## src/rtl/lift_call_if.sv

```systemverilog
// Hall-call request bundle between the call scheduler and LiftFSM.
// Latency: none, wires only.
// Backpressure: req_valid is held until req_ack or a scheduler timeout.
interface lift_call_if;
    logic [5:0] btn;
    logic [1:0] cur_floor;
    logic       req_ack;
    logic [2:0] req_code;
    logic       req_valid;
    logic [5:0] lamp;
    logic       timeout;

    // master: the scheduler, which owns the request
    modport master (
        input  btn, cur_floor, req_ack,
        output req_code, req_valid, lamp, timeout
    );

    // slave: the button panel and LiftFSM side
    modport slave (
        output btn, cur_floor, req_ack,
        input  req_code, req_valid, lamp, timeout
    );
endinterface

```

## src/rtl/lift_call_scheduler.sv

```systemverilog
// Latches hall calls and grants them one at a time to LiftFSM in sweep order.
// Latency: btn to lamp is SYNC_STAGES+1 clocks; lamp to req_valid is 1 clock.
// Backpressure: the grant is held until req_ack, or withdrawn after ACK_TIMEOUT cycles.
module lift_call_scheduler #(
    parameter int SYNC_STAGES = 2,
    parameter int ACK_TIMEOUT = 64
) (
    input  logic           clk,
    input  logic           rst,
    lift_call_if.master    bus
);
    localparam int CW = $clog2(ACK_TIMEOUT);

    typedef enum logic [1:0] {IDLE, ISSUE, HOLDOFF} state_t;

    state_t                             state, state_n;
    logic [SYNC_STAGES-1:0][5:0]        sync_q;
    logic [5:0]                         prev_q;
    logic [5:0]                         edges;
    logic [5:0]                         pending, pending_n, clr;
    logic                               sweep, sweep_n;
    logic [CW-1:0]                      cnt, cnt_n;
    logic [2:0]                         grant, grant_n;
    logic [2:0]                         code, code_n;
    logic                               valid, valid_n;
    logic                               tout, tout_n;
    logic [2:0]                         win_idx;
    logic                               win_found;
    int                                 cur_rank;

    // Bit index of a call -> 3-bit call code (direction, floor)
    function automatic logic [2:0] code_of(input logic [2:0] idx);
        case (idx)
            3'd0:    code_of = 3'b001;
            3'd1:    code_of = 3'b010;
            3'd2:    code_of = 3'b011;
            3'd3:    code_of = 3'b110;
            3'd4:    code_of = 3'b111;
            3'd5:    code_of = 3'b100;
            default: code_of = 3'b000;
        endcase
    endfunction

    // A call is registered once, on the first cycle its synchronised button is seen high
    assign edges = sync_q[SYNC_STAGES-1] & ~prev_q;

    // Button synchroniser chain plus the delayed copy for edge detection
    always_ff @(posedge clk or posedge rst) begin
        if (rst) begin
            sync_q <= '0;
            prev_q <= '0;
        end else begin
            sync_q <= {sync_q[SYNC_STAGES-2:0], bus.btn};
            prev_q <= sync_q[SYNC_STAGES-1];
        end
    end

    // Sweep arbitration; UP call at rank r is bit r-1, DOWN call at rank r is bit r+1
    always_comb begin
        win_found = 1'b0;
        win_idx   = 3'd0;
        cur_rank  = (bus.cur_floor == 2'b00) ? 4 : int'(bus.cur_floor);
        if (!sweep) begin
            for (int r = 1; r <= 3; r++)
                if (!win_found && pending[r-1] && r >= cur_rank) begin
                    win_found = 1'b1; win_idx = 3'(r - 1);
                end
            for (int r = 4; r >= 2; r--)
                if (!win_found && pending[r+1]) begin
                    win_found = 1'b1; win_idx = 3'(r + 1);
                end
            for (int r = 1; r <= 3; r++)
                if (!win_found && pending[r-1] && r < cur_rank) begin
                    win_found = 1'b1; win_idx = 3'(r - 1);
                end
        end else begin
            for (int r = 4; r >= 2; r--)
                if (!win_found && pending[r+1] && r <= cur_rank) begin
                    win_found = 1'b1; win_idx = 3'(r + 1);
                end
            for (int r = 1; r <= 3; r++)
                if (!win_found && pending[r-1]) begin
                    win_found = 1'b1; win_idx = 3'(r - 1);
                end
            for (int r = 4; r >= 2; r--)
                if (!win_found && pending[r+1] && r > cur_rank) begin
                    win_found = 1'b1; win_idx = 3'(r + 1);
                end
        end
    end

    // Grant FSM next-state and registered-output logic
    always_comb begin
        state_n = state;
        code_n  = code;
        valid_n = valid;
        tout_n  = 1'b0;
        sweep_n = sweep;
        cnt_n   = cnt;
        grant_n = grant;
        clr     = '0;
        case (state)
            IDLE: begin
                if (win_found) begin
                    state_n = ISSUE;
                    code_n  = code_of(win_idx);
                    valid_n = 1'b1;
                    sweep_n = code_of(win_idx) >> 2 != 3'd0;
                    cnt_n   = '0;
                    grant_n = win_idx;
                end
            end
            ISSUE: begin
                if (bus.req_ack) begin
                    clr     = 6'b000001 << grant;
                    valid_n = 1'b0;
                    code_n  = 3'b000;
                    state_n = HOLDOFF;
                end else if (cnt == CW'(ACK_TIMEOUT - 1)) begin
                    valid_n = 1'b0;
                    code_n  = 3'b000;
                    tout_n  = 1'b1;
                    state_n = HOLDOFF;
                end else if (cnt != '1) begin
                    cnt_n = cnt + 1'b1;
                end
            end
            HOLDOFF: begin
                valid_n = 1'b0;
                code_n  = 3'b000;
                state_n = IDLE;
            end
            default: begin
                valid_n = 1'b0;
                code_n  = 3'b000;
                state_n = IDLE;
            end
        endcase
        // A new press of the granted call in the ack cycle must survive the clear
        pending_n = (pending & ~clr) | edges;
    end

    // State and datapath registers
    always_ff @(posedge clk or posedge rst) begin
        if (rst) begin
            state   <= IDLE;
            pending <= '0;
            sweep   <= 1'b0;
            cnt     <= '0;
            grant   <= '0;
            code    <= '0;
            valid   <= 1'b0;
            tout    <= 1'b0;
        end else begin
            state   <= state_n;
            pending <= pending_n;
            sweep   <= sweep_n;
            cnt     <= cnt_n;
            grant   <= grant_n;
            code    <= code_n;
            valid   <= valid_n;
            tout    <= tout_n;
        end
    end

    assign bus.req_code  = code;
    assign bus.req_valid = valid;
    assign bus.lamp      = pending;
    assign bus.timeout   = tout;
endmodule

```

## src/flat_wrapper.sv

```systemverilog
// flat-port wrapper written by rule: the top's interface ports become plain ports
module lift_call_scheduler_flat 
#(
    parameter int SYNC_STAGES = 2,
    parameter int ACK_TIMEOUT = 64
)
  (clk, rst, bus_btn, bus_cur_floor, bus_req_ack, bus_req_code, bus_req_valid, bus_lamp, bus_timeout);
  lift_call_if bus_i ();
  input  logic clk;
  input  logic rst;
  input wire logic [$bits(bus_i.btn)-1:0] bus_btn;
  input wire logic [$bits(bus_i.cur_floor)-1:0] bus_cur_floor;
  input wire logic [$bits(bus_i.req_ack)-1:0] bus_req_ack;
  output wire logic [$bits(bus_i.req_code)-1:0] bus_req_code;
  output wire logic [$bits(bus_i.req_valid)-1:0] bus_req_valid;
  output wire logic [$bits(bus_i.lamp)-1:0] bus_lamp;
  output wire logic [$bits(bus_i.timeout)-1:0] bus_timeout;
  assign bus_i.btn = bus_btn;
  assign bus_i.cur_floor = bus_cur_floor;
  assign bus_i.req_ack = bus_req_ack;
  assign bus_req_code = bus_i.req_code;
  assign bus_req_valid = bus_i.req_valid;
  assign bus_lamp = bus_i.lamp;
  assign bus_timeout = bus_i.timeout;
  lift_call_scheduler #(.SYNC_STAGES(SYNC_STAGES), .ACK_TIMEOUT(ACK_TIMEOUT)) u_core (.clk(clk), .rst(rst), .bus(bus_i));
endmodule
```

## config.mk

```make
export PLATFORM = sky130hd
export DESIGN_NAME = lift_call_scheduler_flat
export DESIGN_NICKNAME = d
export VERILOG_FILES = /design/src/rtl/lift_call_if.sv /design/src/rtl/lift_call_scheduler.sv /design/src/flat_wrapper.sv
export SDC_FILE = /design/constraint.sdc
export NUM_CORES = 1
export LEC_CHECK = 0
export ABC_AREA = 1
export CAP_MARGIN = 20
export CORE_MARGIN = 10
export CORE_UTILIZATION = 49
export DETAILED_ROUTE_END_ITERATION = 6
export GPL_TIMING_DRIVEN = 1
export PLACE_DENSITY = 0.74
export SLEW_MARGIN = 20
export SYNTH_ARGS = -nofsm -noshare
export SYNTH_HDL_FRONTEND = slang
export SYNTH_SLANG_ARGS = --single-unit
```

## constraint.sdc

```tcl
create_clock -name clk -period 1.6 [get_ports clk]
set_clock_uncertainty 0.05 [all_clocks]
set_input_delay 0.32 -clock clk [delete_from_list [all_inputs] [get_ports clk]]
set_output_delay 0.32 -clock clk [all_outputs]
set_load 0.01 [all_outputs]
```

# After elaboration in Yosys (flattened, before gate mapping)
# Index checks and enable logic that the tools add are counted.
[classes]
addsub = 1
n_lt_le_gt_ge = 12
n_eq_ne = 13
shift = 1
muxes = 77
bitwise = 5
n_reduce_logical = 51
[op_table]
columns = ["cell", "n"]
rows = [
  ["$ge 3x32->1 const A", 2],
  ["$gt 3x32->1 const A", 2],
  ["$le 3x32->1 const A", 2],
  ["$lt 3x32->1 const A", 2],
  ["$mux 3", 20],
  ["$mux 1", 42],
  ["$mux 6", 6],
  ["$ge 2x32->1 const A", 1],
  ["$gt 4x32->1 const A", 1],
  ["$le 4x32->1 const A", 1],
  ["$lt 2x32->1 const A", 1],
  ["$logic_and 1x1->1", 28],
  ["$pmux 3 s6", 1],
  ["$logic_not 1->1", 16],
  ["$and 6x6->6", 2],
  ["$not 6->6", 2],
  ["$pmux 6 s2", 1],
  ["$mux 2", 4],
  ["$add 6x1->6 const B", 1],
  ["$eq 3x2->1 const B", 2],
  ["$eq 3x3->1 const B", 2],
  ["$eq 6x6->1 const B", 1],
  ["$ne 6x6->1 const B", 1],
  ["$or 6x6->6", 1],
  ["other kinds (14)", 18],
]
[word_totals]
register_bits = 41
in_bits = 11
output_inout_bits = 11
elab_cells = 171

# Depth between registers and ports, before layout
[logic_depth]
word_depth = 47
ltp_mapped = 15
depth_no_buf = 15

# Least setup slack after synthesis
# Ideal clock, no wire load.
[synth_timing]
kind = "input to register"
from = "input bus_cur_floor[1]"
to = "register u_core.cnt[5]"
setup_ps = 119
t_arrival_ps = 1605
required_ps = 1431
slack_ps = -174
path_stages = 13
path_buffers = 0
path_cell_list = "inv_1 -> ha_1 -> inv_1 -> nand2_1 -> nand2_2 -> inv_2 -> nand3_1 -> nor2_2 -> nand4_2 -> nand3_4 -> nand2_8 -> a21oi_1 -> nor2_1"
[synth_via]
elab_chain_cells = 45
elab_cells_between_ends = 95
classes_between = "12 x order compare; 1 x eq/ne; 36 x mux; 46 x reduce/logical"
[synth_rtl]
columns = ["item", "line_no", "source"]
rows = [
  ["start, declared", "flat_wrapper.sv:12", "input wire logic [$bits(bus_i.cur_floor)-1:0] bus_cur_floor;"],
  ["$logic_not 2->1", "lift_call_scheduler.sv:62", "cur_rank = (bus.cur_floor == 2'b00) ? 4 : int'(bus.cur_floor);"],
  ["$mux 3 *", "lift_call_scheduler.sv:62", ""],
  ["$ge 2x32->1 / $le 4x32->1 (equally long branches)", "lift_call_scheduler.sv:65, lift_call_scheduler.sv:78", ""],
  ["$logic_and 1x1->1 (on tied branches)", "lift_call_scheduler.sv:65, lift_call_scheduler.sv:78", ""],
  ["$mux 1 (on tied branches)", "lift_call_scheduler.sv:65, lift_call_scheduler.sv:78", ""],
  ["$mux 1", "lift_call_scheduler.sv:63", "if (!sweep) begin"],
  ["$logic_not 1->1 (on tied branches)", "lift_call_scheduler.sv:65, lift_call_scheduler.sv:78", ""],
  ["$logic_and 1x1->1 (on tied branches) (2 in a row)", "lift_call_scheduler.sv:65, lift_call_scheduler.sv:78", ""],
  ["[... 27 more ...]", "n/a", ""],
  ["$mux 1 (on tied branches)", "lift_call_scheduler.sv:73, lift_call_scheduler.sv:86", ""],
  ["$mux 1", "lift_call_scheduler.sv:63", ""],
  ["$logic_not 1->1 (on tied branches)", "lift_call_scheduler.sv:73, lift_call_scheduler.sv:86", ""],
  ["$logic_and 1x1->1 (on tied branches) (2 in a row)", "lift_call_scheduler.sv:73, lift_call_scheduler.sv:86", ""],
  ["$mux 1 (on tied branches)", "lift_call_scheduler.sv:73, lift_call_scheduler.sv:86", ""],
  ["$mux 1 *", "lift_call_scheduler.sv:63", ""],
  ["$ne 2x1->1 (no line) *", "n/a", ""],
  ["$reduce_and 5->1 (no line) *", "n/a", ""],
  ["end signal, assigned", "lift_call_scheduler.sv:158", "cnt <= cnt_n;"],
  ["end, declared", "lift_call_scheduler.sv:22", "logic [CW-1:0] cnt, cnt_n;"],
]
# Every way passes the cells marked *; elsewhere a longest branch is shown, timed or not. The select of a mux whose other input is x is not followed.
# A chain may end at the register's enable or synchronous reset.

# Worst setup path in the final report
[layout_timing]
from = "input bus_cur_floor[0]"
to = "register u_core.sweep"
[layout_via]
elab_chain_cells = 45
elab_cells_between_ends = 119
classes_between = "12 x order compare; 5 x eq/ne; 55 x mux; 47 x reduce/logical"
[layout_rtl]
columns = ["item", "line_no", "source"]
rows = [
  ["$logic_not 2->1", "lift_call_scheduler.sv:62", ""],
  ["$mux 3 *", "lift_call_scheduler.sv:62", ""],
  ["$ge 2x32->1 / $le 4x32->1 (equally long branches)", "lift_call_scheduler.sv:65, lift_call_scheduler.sv:78", ""],
  ["$logic_and 1x1->1 (on tied branches)", "lift_call_scheduler.sv:65, lift_call_scheduler.sv:78", ""],
  ["$mux 1 (on tied branches)", "lift_call_scheduler.sv:65, lift_call_scheduler.sv:78", ""],
  ["$mux 1", "lift_call_scheduler.sv:63", ""],
  ["$logic_not 1->1 (on tied branches)", "lift_call_scheduler.sv:65, lift_call_scheduler.sv:78", ""],
  ["$logic_and 1x1->1 (on tied branches) (2 in a row)", "lift_call_scheduler.sv:65, lift_call_scheduler.sv:78", ""],
  ["[... 27 more ...]", "n/a", ""],
  ["$mux 1 (on tied branches)", "lift_call_scheduler.sv:73, lift_call_scheduler.sv:86", ""],
  ["$mux 1", "lift_call_scheduler.sv:63", ""],
  ["$logic_not 1->1 (on tied branches)", "lift_call_scheduler.sv:73, lift_call_scheduler.sv:86", ""],
  ["$logic_and 1x1->1 (on tied branches) (2 in a row)", "lift_call_scheduler.sv:73, lift_call_scheduler.sv:86", ""],
  ["$mux 3 (on tied branches)", "lift_call_scheduler.sv:73, lift_call_scheduler.sv:86", ""],
  ["$mux 3", "lift_call_scheduler.sv:63", ""],
  ["$eq 3x3->1 (tied with other cells)", "lift_call_scheduler.sv:33", "case (idx)"],
  ["$pmux 3 s6", "lift_call_scheduler.sv:33", ""],
  ["end signal, assigned", "lift_call_scheduler.sv:157", "sweep <= sweep_n;"],
  ["end, declared", "lift_call_scheduler.sv:21", "logic sweep, sweep_n;"],
]
# Marked as above.

==> implementation parameters <==
Parameter                              Value

Worst setup path
  Critical Path End Type    flip-flop
  Number of buffer and inverter instances along the worst setup path    4
  Cell type of the slowest stage on the worst timing path    a41oi_1
  Worst path arrival time    1910 ps
  FF-to-FF Start    u_core.bus.lamp[5]
  Critical path peak fanout    4
  Critical path class    in2reg
  Number of cells on the worst reg-to-reg path    9
  Cell breakdown of the critical path    buf_6, inv_2, ha_4, inv_1, nand2_2, nand2_4, buf_4, a41oi_1, nand3_1, nand2_1, o21ai_2, nand2_1, nand2_1
  Reg2Reg Capture Point    u_core.sweep
  CP Launch Type    input pin
  Delay of the slowest critical-path stage    310 ps
  Required arrival time at the worst endpoint    1720 ps
  Cell mode on critical path    nand2_1
  Reg-to-reg setup timing slack    -180 ps
  Largest delay contributor family on the critical path    simple AND/OR/NAND/NOR gates

Worst hold path
  Endpoint of the worst hold path    u_core.sync_q[6]
  Worst hold path type    reg2reg
  Hold Path Cell Cnt    0
  Startpoint of the lowest-slack hold path    u_core.sync_q[0]

Detailed routing
  Initial DRT Pass Iterations    4
  Post-detailed-routing wire length    4.59 mm
  Via count    1677
  Detailed route wirelength on metal3    209 um
  Met1 WL    1.82 mm
  Routed length on met2    2.36 mm
  Post-DR wirelength/cell    14.0 um
  Number of nets with antenna violations after detailed routing    0
  Detailed router's first-iteration violation count    75
  Number of vias per cell    5.11
  Uppermost signal routing layer after detailed routing    met4
  Remaining design rule violation count    0

Run
  Number of max-cap violations    0

Global routing
  Pin count of the biggest net entering global routing    41
  Total routing usage reported by global routing    0.136
  Number of antenna violations at the first check in global routing    0
  Wire length of the first global-routing pass    7.18 mm
  Vias in the first global route    1654
  GRT Residual Overflow    0

Pwr
  Int Power    2.62 mW
  Clock network fraction of total power    0.197
  Net Switching    1.67 mW
  Static Leak    1.35 nW
  Switching share of power    0.389
  Peak supply drop    0.912 mV
  Gate power share    0.469
  Total power divided by cell area    1530 nW/um2
  Flop pwr share    0.333

Outcome
  Result of the run    finished with violations
  Violated checks    negative setup slack

Synthesis
  Average cell area after synthesis    8.95 um2
  Number of distinct library cells after synthesis    27
  Instance count of the mapped netlist    212
  Post-synth net total    228
  Seq/Total Area, Yosys    0.527
  Cell area after technology mapping    1900 um2
  Yosys warning count    0
  Flop and latch count out of synthesis    40

Die
  Count of pins on the block boundary    22
  Die Span Y    82.2 um
  Die area    6760 um2
  Starting utilization of the core area    0.511
  Width of the die    82.2 um
  FP Rows    22
  Core outline area    3720 um2

Finish
  Share of final-layout standard cells stronger than drive strength 1    0.386
  Area growth, synth to finish    47.3%
  Inserted Diodes    0
  Design area    2800 um2
  NumNets Final    295
  Fillers    274
  Post-layout instance count excluding filler cells    328

Clocking
  H-tree levels    2
  Post-CTS Hold Fix Bufs    0
  Clock sink count    40
  CTS Root Buffer Type    clkbuf_8
  Clock latency on the worst-skew pair    280 ps
  Clock slew at the register clock pins of the worst setup and hold paths    70 ps
  TritonCTS clock tree    done
  TritonCTS buffer count    5
  Number of buffers on the longest clock path    2

Timing
  Least-Margin Pin Slew    357 ps
  Peak Freq    0.559 GHz
  WHS    298 ps
  Number of endpoints with negative hold slack in the final report    0
  Minimum clock period    1790 ps
  Share of the cycle needed by the critical path after routing    1.12
  Final Max Slew Viols    0
  Unrepaired setup endpoints after global routing    yes
  Slew Limit Headroom    0.759
  Setup slack of the critical path after layout    -188 ps
  Number of setup violations in the final report    12

Place
  Global placer's final weighted congestion    0.844
  Port-buffer cells    21
  DP Wirelength    2.99 mm
  Cell area after placement    2390 um2
  Number of placed instances, taps included    307
synthesized netlist by cell type:
master / count / area [um2]
clkinv_4: 1 / 8.76
nand3_1: 17 / 85.1
nor2_4: 3 / 33.8
nor4_1: 1 / 6.26
o21ai_0: 18 / 90.1
nand4_1: 4 / 25.0
nand2_1: 49 / 184
a41oi_1: 1 / 8.76
xor2_1: 2 / 17.5
nand3_2: 2 / 20.0
nor2_2: 2 / 12.5
nand4_2: 1 / 12.5
nand2_2: 2 / 12.5
ha_1: 5 / 62.6
a21oi_2: 1 / 8.76
o21a_1: 3 / 22.5
o21ai_2: 1 / 8.76
nor3_1: 1 / 5.00
nand2_8: 1 / 20.0
nand4_4: 1 / 21.3
nor2_1: 14 / 52.6
a21oi_1: 5 / 25.0
dfrtp_1: 40 / 1000
nand3_4: 1 / 17.5
inv_1: 33 / 124
inv_2: 2 / 7.51
o21ai_1: 1 / 5.00
final cells by class:
type                    count  area, um2  area share
inverters                  36        146      0.0523
clock buffers               6       82.6      0.0295
flip-flops and latches     40       1010       0.360
well taps                  48       60.1      0.0215
clock inverters             2       38.8      0.0139
multi-input cells         137        946       0.338
repair buffers             59        517       0.185
state kept, by name, summed over array words and instances (netlist names):
name and count:
u_core.bus.lamp 6, u_core.bus.req_code 3, u_core.sync_q 12, u_core.cnt 6, u_core.sweep 1, u_core.state 2, u_core.bus.timeout 1, u_core.grant 3
u_core.prev_q 6
layer usage:
layer / up-vias / global-route usage
met5: - / 0
met4: 0 / 0.0884
met3: 22 / 0.0410
met2: 51 / 0.236
met1: 787 / 0.141
li1: 817 / -
how the worst max path moves through the flow:
stage	end	from	slack, ps	depth (start not counted)
final	u_core.sweep	bus_cur_floor[0]	-190	13
after global routing	u_core.sweep	u_core.bus.lamp[5]	-220	9
after CTS	u_core.sweep	u_core.bus.lamp[5]	-80	11
after detailed placement	u_core.cnt[2]	bus_cur_floor[1]	-750	14
after global placement	u_core.cnt[2]	bus_cur_floor[0]	-700	12
after floorplan	u_core.cnt[5]	bus_cur_floor[1]	-150	13
power groups by stage:
stage	Clock, mW	Sequential, mW	Combinational [mW]
2_1_floorplan	0	1.44	0.866
3_3_place_gp	0	1.40	1.61
3_5_place_dp	0	1.41	1.64
4_1_cts	0.870	1.41	1.83
5_1_grt	0.909	1.45	2.19
6_report	0.846	1.43	2.01
cell usage in the layout (no fill, tap or decap), drive strengths merged:
cell           synthesis  layout
o21a                   3       3
clkinv                 1       2
nor4                   1       1
nand4                  6       6
nand3                 20      20
a41oi                  1       1
clkinvlp               0       1
ha                     5       5
dfrtp                 40      40
inv                   35      34
nor3                   1       1
clkbuf                 0       6
buf                    0      40
bufinv                 0       1
dlygate4sd2            0       6
nor2                  19      19
a21oi                  6       6
xor2                   2       2
nand2                 52      53
clkdlybuf4s50          0      12
o21ai                 20      20
dlymetal6s2s           0       1
cells by family (layout without fill, tap and decap cells):
| family | count (synthesis) | count (layout) | share of synthesized area |
|---|---|---|---|
| and+or+nand+nor | 99 | 100 | 0.268 |
| buffers and inverters | 36 | 103 | 0.0738 |
| xor gates and xnor gates | 2 | 2 | 0.00923 |
| adders and majority gates | 5 | 5 | 0.0330 |
| DFF | 40 | 40 | 0.527 |
| AOI/OAI and AO/OA | 30 | 30 | 0.0890 |
metrics by stage:
stage | TNS (ps) | total power [mW] | setup slack [ps] | utilization
2_1_floorplan | -1080 | 2.31 | -146 | -
3_3_place_gp | -9190 | 3.01 | -703 | 0.644
3_5_place_dp | -9750 | 3.05 | -749 | 0.644
4_1_cts | -321 | 4.11 | -78.8 | 0.724
5_1_grt | -2260 | 4.55 | -220 | 0.753
6_report | -1090 | 4.29 | -188 | 0.753
timing repair:
item	CTS	global route
pin swaps	20	18
resized for setup	46	26
setup endpoints to repair	21	17
buffers inserted	9	3
gates cloned	1	0
Note: power is estimated with default switching activity, not from simulation.
